**config.mk**
```make
export PLATFORM = sky130hd
export DESIGN_NAME = a51_keystream_ctrl_flat
export DESIGN_NICKNAME = d
export VERILOG_FILES = /design/src/rtl/a51_keystream_ctrl_if.sv /design/src/rtl/a51_keystream_ctrl.sv /design/src/flat_wrapper.sv
export SDC_FILE = /design/constraint.sdc
export NUM_CORES = 1
export LEC_CHECK = 0
export CAP_MARGIN = 20
export CORE_MARGIN = 1.5
export CORE_UTILIZATION = 30
export CTS_BUF_LIST = sky130_fd_sc_hd__clkbuf_4 sky130_fd_sc_hd__clkbuf_8
export DETAILED_ROUTE_END_ITERATION = 12
export PLACE_DENSITY = 0.59
export SLEW_MARGIN = 20
export SYNTH_ARGS = -nofsm -noshare
export SYNTH_HDL_FRONTEND = slang
export SYNTH_SLANG_ARGS = --single-unit
```
**constraint.sdc**
```tcl
create_clock -name clock -period 36.6 [get_ports clock]
set_input_delay 9.15 -clock clock [delete_from_list [all_inputs] [get_ports clock]]
set_output_delay 9.15 -clock clock [all_outputs]
set_load 0.05 [all_outputs]
```
**src/rtl/a51_keystream_ctrl_if.sv**
```systemverilog
// Burst-word output channel of the A5/1 keystream controller: one BURSTLEN-bit
// word per transfer, with out_sel marking word A (0) or word B (1).
interface a51_keystream_ctrl_if #(
   parameter int BURSTLEN = 114
) ();

   logic [BURSTLEN-1:0] out_data;
   logic                out_valid;
   logic                out_sel;
   logic                out_ready;

   modport master (
      output out_data,
      output out_valid,
      output out_sel,
      input  out_ready
   );

   modport slave (
      input  out_data,
      input  out_valid,
      input  out_sel,
      output out_ready
   );

endinterface

```
**src/rtl/a51_keystream_ctrl.sv**
```systemverilog
// A5/1 sequencer/combiner: load phase, warm-up, majority vote, keystream packing into burst words A and B.
// Optional macro KS_FRAME_AUTOINC_EN: after done, bump the frame number and restart LOAD automatically.
module a51_keystream_ctrl #(
   parameter int KEYLEN      = 64,
   parameter int FRAMENUMLEN = 22,
   parameter int WARMUP      = 100,
   parameter int BURSTLEN    = 114
) (
   input  logic                          clock,
   input  logic                          reset,
   input  logic                          start,
   input  logic [KEYLEN-1:0]             key_i,
   input  logic [FRAMENUMLEN-1:0]        frame_i,
   output logic [KEYLEN+FRAMENUMLEN-1:0] seq_o,
   output logic                          load_o,
   output logic                          run_o,
   output logic                          majority_o,
   input  logic                          sync1_i,
   input  logic                          sync2_i,
   input  logic                          sync3_i,
   input  logic                          exposed1_i,
   input  logic                          exposed2_i,
   input  logic                          exposed3_i,
   a51_keystream_ctrl_if.master          outBus,
   output logic                          busy,
   output logic                          done
);

   localparam int SEQLEN = KEYLEN + FRAMENUMLEN;
   localparam int LCW    = $clog2(SEQLEN);
   localparam int WCW    = $clog2(WARMUP);
   localparam int BCW    = $clog2(BURSTLEN);

   localparam logic [LCW-1:0] LOADLAST = LCW'(SEQLEN - 1);
   localparam logic [WCW-1:0] WARMLAST = WCW'(WARMUP - 1);
   localparam logic [BCW-1:0] BITLAST  = BCW'(BURSTLEN - 1);

   typedef enum logic [2:0] {
      IDLE,
      LOAD,
      WARM,
      GEN_A,
      GEN_B,
      DRAIN
   } state_t;

   state_t              r_state;
   state_t              w_nextState;
   logic [SEQLEN-1:0]   r_seq;
   logic [LCW-1:0]      r_loadCnt;
   logic [WCW-1:0]      r_warmCnt;
   logic [BCW-1:0]      r_bitCnt;
   logic [BURSTLEN-1:0] r_pack;
   logic                r_packFull;
   logic [BURSTLEN-1:0] r_outData;
   logic                r_outValid;
   logic                r_outSel;
   logic                r_done;

   logic                w_gen;
   logic                w_capture;
   logic                w_lastBit;
   logic                w_accept;
   logic                w_outFree;
   logic                w_transfer;
   logic                w_ksBit;
   logic [BURSTLEN-1:0] w_packNext;

   assign w_gen      = (r_state == GEN_A) || (r_state == GEN_B);
   assign w_capture  = w_gen && !r_packFull;
   assign w_lastBit  = w_capture && (r_bitCnt == BITLAST);
   assign w_accept   = r_outValid && outBus.out_ready;
   assign w_outFree  = !r_outValid || outBus.out_ready;
   assign w_transfer = w_gen && (w_lastBit || r_packFull) && w_outFree;
   assign w_ksBit    = exposed1_i ^ exposed2_i ^ exposed3_i;
   assign w_packNext = {r_pack[BURSTLEN-2:0], w_ksBit};

   // A completed word that cannot hand off freezes the stages until the consumer takes the old one.
   assign load_o     = (r_state == LOAD);
   assign run_o      = (r_state == WARM) || w_capture;
   assign busy       = (r_state != IDLE);
   assign done       = r_done;
   assign seq_o      = r_seq;
   assign majority_o = (sync1_i & sync2_i) | (sync1_i & sync3_i) | (sync2_i & sync3_i);

   assign outBus.out_data  = r_outData;
   assign outBus.out_valid = r_outValid;
   assign outBus.out_sel   = r_outSel;

   always_ff @(posedge clock or posedge reset) begin
      if (reset) r_state <= IDLE;
      else       r_state <= w_nextState;
   end

   always_comb begin
      w_nextState = r_state;
      case (r_state)
         IDLE: begin
            if (start) w_nextState = LOAD;
`ifdef KS_FRAME_AUTOINC_EN
            else if (r_done) w_nextState = LOAD;
`endif
         end
         LOAD:    if (r_loadCnt == LOADLAST) w_nextState = WARM;
         WARM:    if (r_warmCnt == WARMLAST) w_nextState = GEN_A;
         GEN_A:   if (w_transfer) w_nextState = GEN_B;
         GEN_B:   if (w_transfer) w_nextState = DRAIN;
         DRAIN:   if (w_accept) w_nextState = IDLE;
         default: w_nextState = IDLE;
      endcase
   end

   // Frame sits in the upper field of the load vector so the auto-increment touches only that slice.
   always_ff @(posedge clock or posedge reset) begin
      if (reset) begin
         r_seq <= '0;
      end else if (r_state == IDLE && start) begin
         r_seq <= {frame_i, key_i};
      end
`ifdef KS_FRAME_AUTOINC_EN
      else if (r_state == IDLE && r_done) begin
         r_seq[SEQLEN-1:KEYLEN] <= r_seq[SEQLEN-1:KEYLEN] + FRAMENUMLEN'(1);
      end
`endif
   end

   always_ff @(posedge clock or posedge reset) begin
      if (reset) begin
         r_loadCnt <= '0;
         r_warmCnt <= '0;
         r_bitCnt  <= '0;
      end else begin
         r_loadCnt <= (r_state == LOAD && r_loadCnt != LOADLAST) ? r_loadCnt + 1'b1 : '0;
         r_warmCnt <= (r_state == WARM && r_warmCnt != WARMLAST) ? r_warmCnt + 1'b1 : '0;
         if (w_capture) r_bitCnt <= w_lastBit ? '0 : r_bitCnt + 1'b1;
      end
   end

   always_ff @(posedge clock or posedge reset) begin
      if (reset) begin
         r_pack     <= '0;
         r_packFull <= 1'b0;
      end else begin
         if (w_capture) r_pack <= w_packNext;
         if (w_transfer)     r_packFull <= 1'b0;
         else if (w_lastBit) r_packFull <= 1'b1;
      end
   end

   // A new word loading on the acceptance edge keeps out_valid high, giving a gapless A-to-B handoff.
   always_ff @(posedge clock or posedge reset) begin
      if (reset) begin
         r_outData  <= '0;
         r_outValid <= 1'b0;
         r_outSel   <= 1'b0;
         r_done     <= 1'b0;
      end else begin
         if (w_transfer) begin
            r_outData  <= r_packFull ? r_pack : w_packNext;
            r_outValid <= 1'b1;
            r_outSel   <= (r_state == GEN_B);
         end else if (w_accept) begin
            r_outValid <= 1'b0;
         end
         r_done <= (r_state == DRAIN) && w_accept;
      end
   end

endmodule

```
**src/flat_wrapper.sv**
```systemverilog
// flat-port wrapper written by rule: the top's interface ports become plain ports
module a51_keystream_ctrl_flat 
#(
   parameter int KEYLEN      = 64,
   parameter int FRAMENUMLEN = 22,
   parameter int WARMUP      = 100,
   parameter int BURSTLEN    = 114
)
  (clock, reset, start, key_i, frame_i, seq_o, load_o, run_o, majority_o, sync1_i, sync2_i, sync3_i, exposed1_i, exposed2_i, exposed3_i, busy, done, outBus_out_data, outBus_out_valid, outBus_out_sel, outBus_out_ready);
  a51_keystream_ctrl_if #(.BURSTLEN(BURSTLEN)) outBus_i ();
  input  logic clock;
  input  logic reset;
  input  logic start;
  input  logic [KEYLEN-1:0] key_i;
  input  logic [FRAMENUMLEN-1:0] frame_i;
  output logic [KEYLEN+FRAMENUMLEN-1:0] seq_o;
  output logic load_o;
  output logic run_o;
  output logic majority_o;
  input  logic sync1_i;
  input  logic sync2_i;
  input  logic sync3_i;
  input  logic exposed1_i;
  input  logic exposed2_i;
  input  logic exposed3_i;
  output logic busy;
  output logic done;
  output wire logic [$bits(outBus_i.out_data)-1:0] outBus_out_data;
  output wire logic [$bits(outBus_i.out_valid)-1:0] outBus_out_valid;
  output wire logic [$bits(outBus_i.out_sel)-1:0] outBus_out_sel;
  input wire logic [$bits(outBus_i.out_ready)-1:0] outBus_out_ready;
  assign outBus_out_data = outBus_i.out_data;
  assign outBus_out_valid = outBus_i.out_valid;
  assign outBus_out_sel = outBus_i.out_sel;
  assign outBus_i.out_ready = outBus_out_ready;
  a51_keystream_ctrl #(.KEYLEN(KEYLEN), .FRAMENUMLEN(FRAMENUMLEN), .WARMUP(WARMUP), .BURSTLEN(BURSTLEN)) u_core (.clock(clock), .reset(reset), .start(start), .key_i(key_i), .frame_i(frame_i), .seq_o(seq_o), .load_o(load_o), .run_o(run_o), .majority_o(majority_o), .sync1_i(sync1_i), .sync2_i(sync2_i), .sync3_i(sync3_i), .exposed1_i(exposed1_i), .exposed2_i(exposed2_i), .exposed3_i(exposed3_i), .outBus(outBus_i), .busy(busy), .done(done));
endmodule
```
After elaboration in Yosys (flattened, before gate mapping) --
Cells that the tools add are included.
Word-level totals: logic and storage cells 72, bits in registers 342, input port bits 96, output and inout port bits 207
Cells by class: equal/unequal tests 16, $add $sub $neg 3, bitwise operators 7, multiplexer cells 15, reductions and logical operators 20
Operators by type and width (count):
- 114-bit 2-to-1 mux | 1
- 7-bit by 1-bit adder with 7-bit output, second input constant | 3
- 7-bit == test, second input constant | 3
- 7-bit 2-to-1 mux | 3
- 3-bit 2-to-1 mux | 6
- 3-bit case mux with 6 select lines | 1
- 7-bit inequality test, second input constant | 2
- 1-bit logical AND | 9
- 2-bit by 1-bit inequality test with 1-bit output, second input constant | 4
- 3-bit by 2-bit == test with 1-bit output, second input constant | 2
- 3-bit == test, second input constant | 2
- 6-bit AND reduction | 1
- 1-bit logical OR | 4
- 1-bit 2-to-1 mux | 4
- 2-bit inequality test, second input constant | 2
- 2-bit nonzero test | 2
- 1-bit bitwise AND | 3
- 3-bit by 1-bit == test with 1-bit output, second input constant | 1
- 3-bit logical NOT | 1
- 3-bit nonzero test | 1
- 1-bit logical NOT | 2
- 1-bit bitwise OR | 2
- 1-bit bitwise XOR | 2

Depth between registers and ports, before layout --
word-level depth 9, depth in mapped cells 8, mapped depth without buffers 6

Least setup slack after synthesis --
No wires, ideal clock.
kind in2out, start input sync3_i, end output majority_o, arrival 9702 ps, path buffers 0, path slack 17748 ps, stages 1, path through maj3_1
Between the ends: cells in the longest elaborated chain, start to end 3
Ends and longest elaborated chain:
- from (decl) | line flat_wrapper.sv:22 | input logic sync3_i;
- 1-bit bitwise AND | line a51_keystream_ctrl.sv:84 | assign majority_o = (sync1_i & sync2_i) | (sync1_i & sync3_i) | (sync2_i & sync3_i);
- 1-bit bitwise OR | line a51_keystream_ctrl.sv:84
- 1-bit bitwise OR (*) | line a51_keystream_ctrl.sv:84
- to (decl) | line flat_wrapper.sv:19 | output logic majority_o;
Every way passes the cells marked *; elsewhere a longest branch is shown, timed or not.

Final worst setup path --
Ends and elaborated chain as after synthesis.

==> impl_metrics.py <==
metrics = {
    "critical_path": {
        "slowest_stage": "sky130_fd_sc_hd__clkdlybuf4s50_1",
        "crit_path_cell_trace": "clkdlybuf4s50_1 > maj3_1 > clkdlybuf4s50_1",
        "regToRegSetupSlack_ns": 33.54,
        "worstRegToRegCells": 4,
        "setup.worst_path.class": "input port to output port",
        "critPathLaunchType": "input port",
        "worst_setup_end_kind": "output port",
        "cpLargestDelayFamily": "buffers and inverters",
        "critPathMaxFanout": 1,
        "reg2reg_to": "u_core.outBus.out_data[50]",
        "critPathMaxStageDelay_ns": 0.71,
        "path_common_cell": "sky130_fd_sc_hd__clkdlybuf4s50_1",
        "worst-endpoint-required_ns": 27.45,
        "critical_path.reg2reg.startpoint": "u_core.r_packFull",
        "critical_path_arrival_ns": 10.62,
        "path_buf_inv": 2,
    },
    "placed_design": {
        "place.detailed.hpwl_microns": 21000,
        "placement.io_buffers": 302,
        "gp_weighted_congestion": 0.769,
    },
    "timing": {
        "worst_slew_pin_slew_ns": 0.988,
        "fin_worst_hold_slack_ns": 0.451,
        "fin_hold_viols": 0,
        "rsz_0062_raised_after_global_routing": "false",
        "timing.clock.skew_ns": 0.0234,
        "finalCritPeriodShare_pct": 54.0,
        "period_needed_ns": 19.77,
        "maxSlewViolCount": 0,
        "fmax_mhz": 50.6,
        "setup_viol": 0,
        "max_slew_headroom_pct": 34.1,
        "setup-tns-final_ns": 0,
    },
    "detailed_routing": {
        "drt-wirelength-per-cell_microns": 15.5,
        "detail-route-antenna-nets": 0,
        "drc": 0,
        "vias": 9583,
        "dr.first_iter.drc_count": 483,
        "viasPerCell": 4.46,
        "drt_pre_antenna_iters": 4,
        "finalWirelength_microns": 33300,
    },
    "synth": {
        "avg_inst_size_synth_sq_um": 12.2,
        "ys_async_sr_fraction_pct": 100,
        "synth.ff_latch_count": 342,
        "yosysUniqueCellTypes": 41,
        "number_of_standard_cells_after_synthesis": 1182,
        "number_of_enable_type_register_cells_in_the_synthesized_netlist": 0,
        "ys_dominant_reg_cell": "sky130_fd_sc_hd__dfrtp_1",
        "syn-cell-area_sq_mm": 0.0144,
        "seq_area_frac_synth_pct": 59.4,
        "synthesis.yosys.warnings": 0,
        "postSynthNetCount": 1283,
    },
    "floorplan": {
        "pin_count": 303,
        "rows": 80,
        "area_of_the_placeable_core_sq_mm": 0.0475,
        "dieHeight_microns": 222,
        "floorplan.die.width_microns": 222,
        "initial_standard_cell_utilization_of_the_core_pct": 30.3,
        "fp.dieArea_sq_mm": 0.0494,
    },
    "final_layout": {
        "fill_cells": 4536,
        "design.final.nets": 1592,
        "finalCoreUtilization_pct": 40.7,
        "diodes": 0,
        "layout-drive-gt1-share_pct": 25.9,
        "flow.area_growth_from_synthesis_pct": 34.3,
    },
    "clock_network": {
        "cts_htree_levels": 2,
        "clock_insertion_delay_at_the_later_pin_of_the_skew_report_ns": 0.64,
        "clock_tree.buffer_depth": 3,
        "cts_buffers": 61,
        "cts_root_buffer": "sky130_fd_sc_hd__clkbuf_8",
        "cts.sink_count": 342,
        "tritoncts_clock_tree": "built",
        "post_cts_hold_buffer_count": 0,
        "post_cts.resized_instances": 0,
        "postCtsSetupRepairBufs": 0,
        "cts.reportedPaths.clkPinSlew_ns": 0.05,
    },
    "global_route": {
        "grt.met1_usage_pct": 17.6,
        "grt_max_degree": 153,
        "grt_pass1_wl_microns": 54600,
        "grt_overflow": 0,
        "grt_antenna_before_repair": 0,
        "grt.busiest_layer": "met2",
        "grt_util_met3_pct": 3.25,
        "via_count_of_the_first_global_routing_pass": 9866,
        "track_usage_pct": 13.6,
        "grt_use_met2_pct": 22.2,
    },
    "pwr": {
        "powerDensity_mw_per_mm2": 42.2,
        "ir_worst_vdd_mv": 0.0204,
        "total_leakage_power_nw": 9.31,
    },
    "worst_hold_path": {
        "min_path_type": "register to register",
        "worst_hold_startpoint": "u_core.r_warmCnt[0]",
        "worst_hold_path.endpoint": "u_core.r_warmCnt[0]",
        "hold-path-cell-count": 1,
    },
    "job": {
        "drv_cap": 0,
    },
    "outcome": {
        "run_status": "finished, final reports clean",
    },
}
kinds of logic (layout without fill, tap and decap cells):
kind of cell | Yosys count | count (layout) | share of synthesized area, %
simple gates | 403 | 403 | 11.1
flops | 342 | 342 | 59.4
mux | 314 | 314 | 24.5
buf+inv | 73 | 426 | 2.33
compound gates | 31 | 31 | 1.42
xor+xnor | 13 | 13 | 0.790
fa+ha+maj | 6 | 6 | 0.503
through the flow:
stage / instance area (sq um) / std cells / power, mW / worst slack (ns)
finish: 19400 / 2150 / 0.816 / 16.83
global route: 19400 / 2150 / 0.852 / 16.81
CTS: 19400 / 2150 / 0.836 / 16.82
detailed placement: 18000 / 2043 / 0.445 / 16.83
global placement: 18000 / 2042 / 0.444 / 16.82
floorplan: 14400 / 1182 / 0.420 / 17.75
how the worst max path moves through the flow:
stage                       start    endpoint  slack [ns]  cells after the start
final                     sync3_i  majority_o       16.83                      3
after global routing      sync2_i  majority_o       16.81                      3
after CTS                 sync3_i  majority_o       16.82                      3
after detailed placement  sync3_i  majority_o       16.83                      3
after global placement    sync3_i  majority_o       16.82                      3
after floorplan           sync3_i  majority_o       17.75                      1
sequential cells by signal, summed over array words and instances (netlist names):
name,count
u_core.r_pack,114
u_core.r_packFull,1
u_core.outBus.out_valid,1
u_core.r_state,3
u_core.r_bitCnt,7
u_core.r_loadCnt,7
u_core.seq_o,86
u_core.outBus.out_data,114
u_core.outBus.out_sel,1
u_core.done,1
u_core.r_warmCnt,7
where the power goes:
group / internal (mW) / switching, mW
clock: 0.221 / 0.158
sequential: 0.383 / 0.00243
combinational: 0.0208 / 0.0308
total: 0.625 / 0.191
cell usage after synthesis (6+ instances only):
cell | count | share of area, %
sky130_fd_sc_hd__nand2_1 | 352 | 9.2
sky130_fd_sc_hd__dfrtp_1 | 342 | 59
sky130_fd_sc_hd__mux2_2 | 273 | 21
sky130_fd_sc_hd__clkbuf_1 | 41 | 1.1
sky130_fd_sc_hd__mux2_1 | 40 | 3.1
sky130_fd_sc_hd__nor2_1 | 20 | 0.52
sky130_fd_sc_hd__buf_2 | 19 | 0.66
sky130_fd_sc_hd__o21ai_0 | 11 | 0.38
sky130_fd_sc_hd__inv_1 | 8 | 0.21
sky130_fd_sc_hd__xnor2_1 | 8 | 0.49
sky130_fd_sc_hd__nand3_1 | 6 | 0.21
cell usage in the layout, fill, tap and decap left out, types with 2 or more instances in the layout:
| cell type | instances |
|---|---|
| sky130_fd_sc_hd__inv_1 | 7 |
| sky130_fd_sc_hd__clkbuf_4 | 19 |
| sky130_fd_sc_hd__o31ai_1 | 3 |
| sky130_fd_sc_hd__nand2_1 | 352 |
| sky130_fd_sc_hd__and3_1 | 5 |
| sky130_fd_sc_hd__ha_1 | 5 |
| sky130_fd_sc_hd__nor3_1 | 2 |
| sky130_fd_sc_hd__clkbuf_8 | 77 |
| sky130_fd_sc_hd__mux2_2 | 273 |
| sky130_fd_sc_hd__inv_6 | 2 |
| sky130_fd_sc_hd__nor2_1 | 19 |
| sky130_fd_sc_hd__o21ai_0 | 11 |
| sky130_fd_sc_hd__buf_4 | 6 |
| sky130_fd_sc_hd__nand3_1 | 6 |
| sky130_fd_sc_hd__a21oi_1 | 4 |
| sky130_fd_sc_hd__nand2b_1 | 2 |
| sky130_fd_sc_hd__nor2b_1 | 4 |
| sky130_fd_sc_hd__bufinv_16 | 2 |
| sky130_fd_sc_hd__xnor2_1 | 8 |
| sky130_fd_sc_hd__dfrtp_1 | 341 |
| sky130_fd_sc_hd__clkinv_2 | 6 |
| sky130_fd_sc_hd__mux2_1 | 40 |
| sky130_fd_sc_hd__xor2_1 | 5 |
| sky130_fd_sc_hd__clkdlybuf4s50_1 | 302 |
| sky130_fd_sc_hd__a31oi_1 | 3 |
| sky130_fd_sc_hd__or3_1 | 5 |
routing by layer:
layer	share of wire [%]	wire length [microns]	vias up
met4	2.0	676	0
met3	4.7	1570	48
met2	48	16100	184
li1	-	-	4580
met5	0	0	-
met1	45	14900	4771
final cells by class:
type,instances,area [sq um],area share [%]
clock buffer,96,1200,6.21
clock inverter,11,115,0.595
inverter,8,37.5,0.194
multi-input combinational,767,5550,28.6
sequential,342,8560,44.2
tap,615,769,3.97
timing repair buffer,311,3130,16.2
No activity file was read; power rests on OpenSTA's default activity.
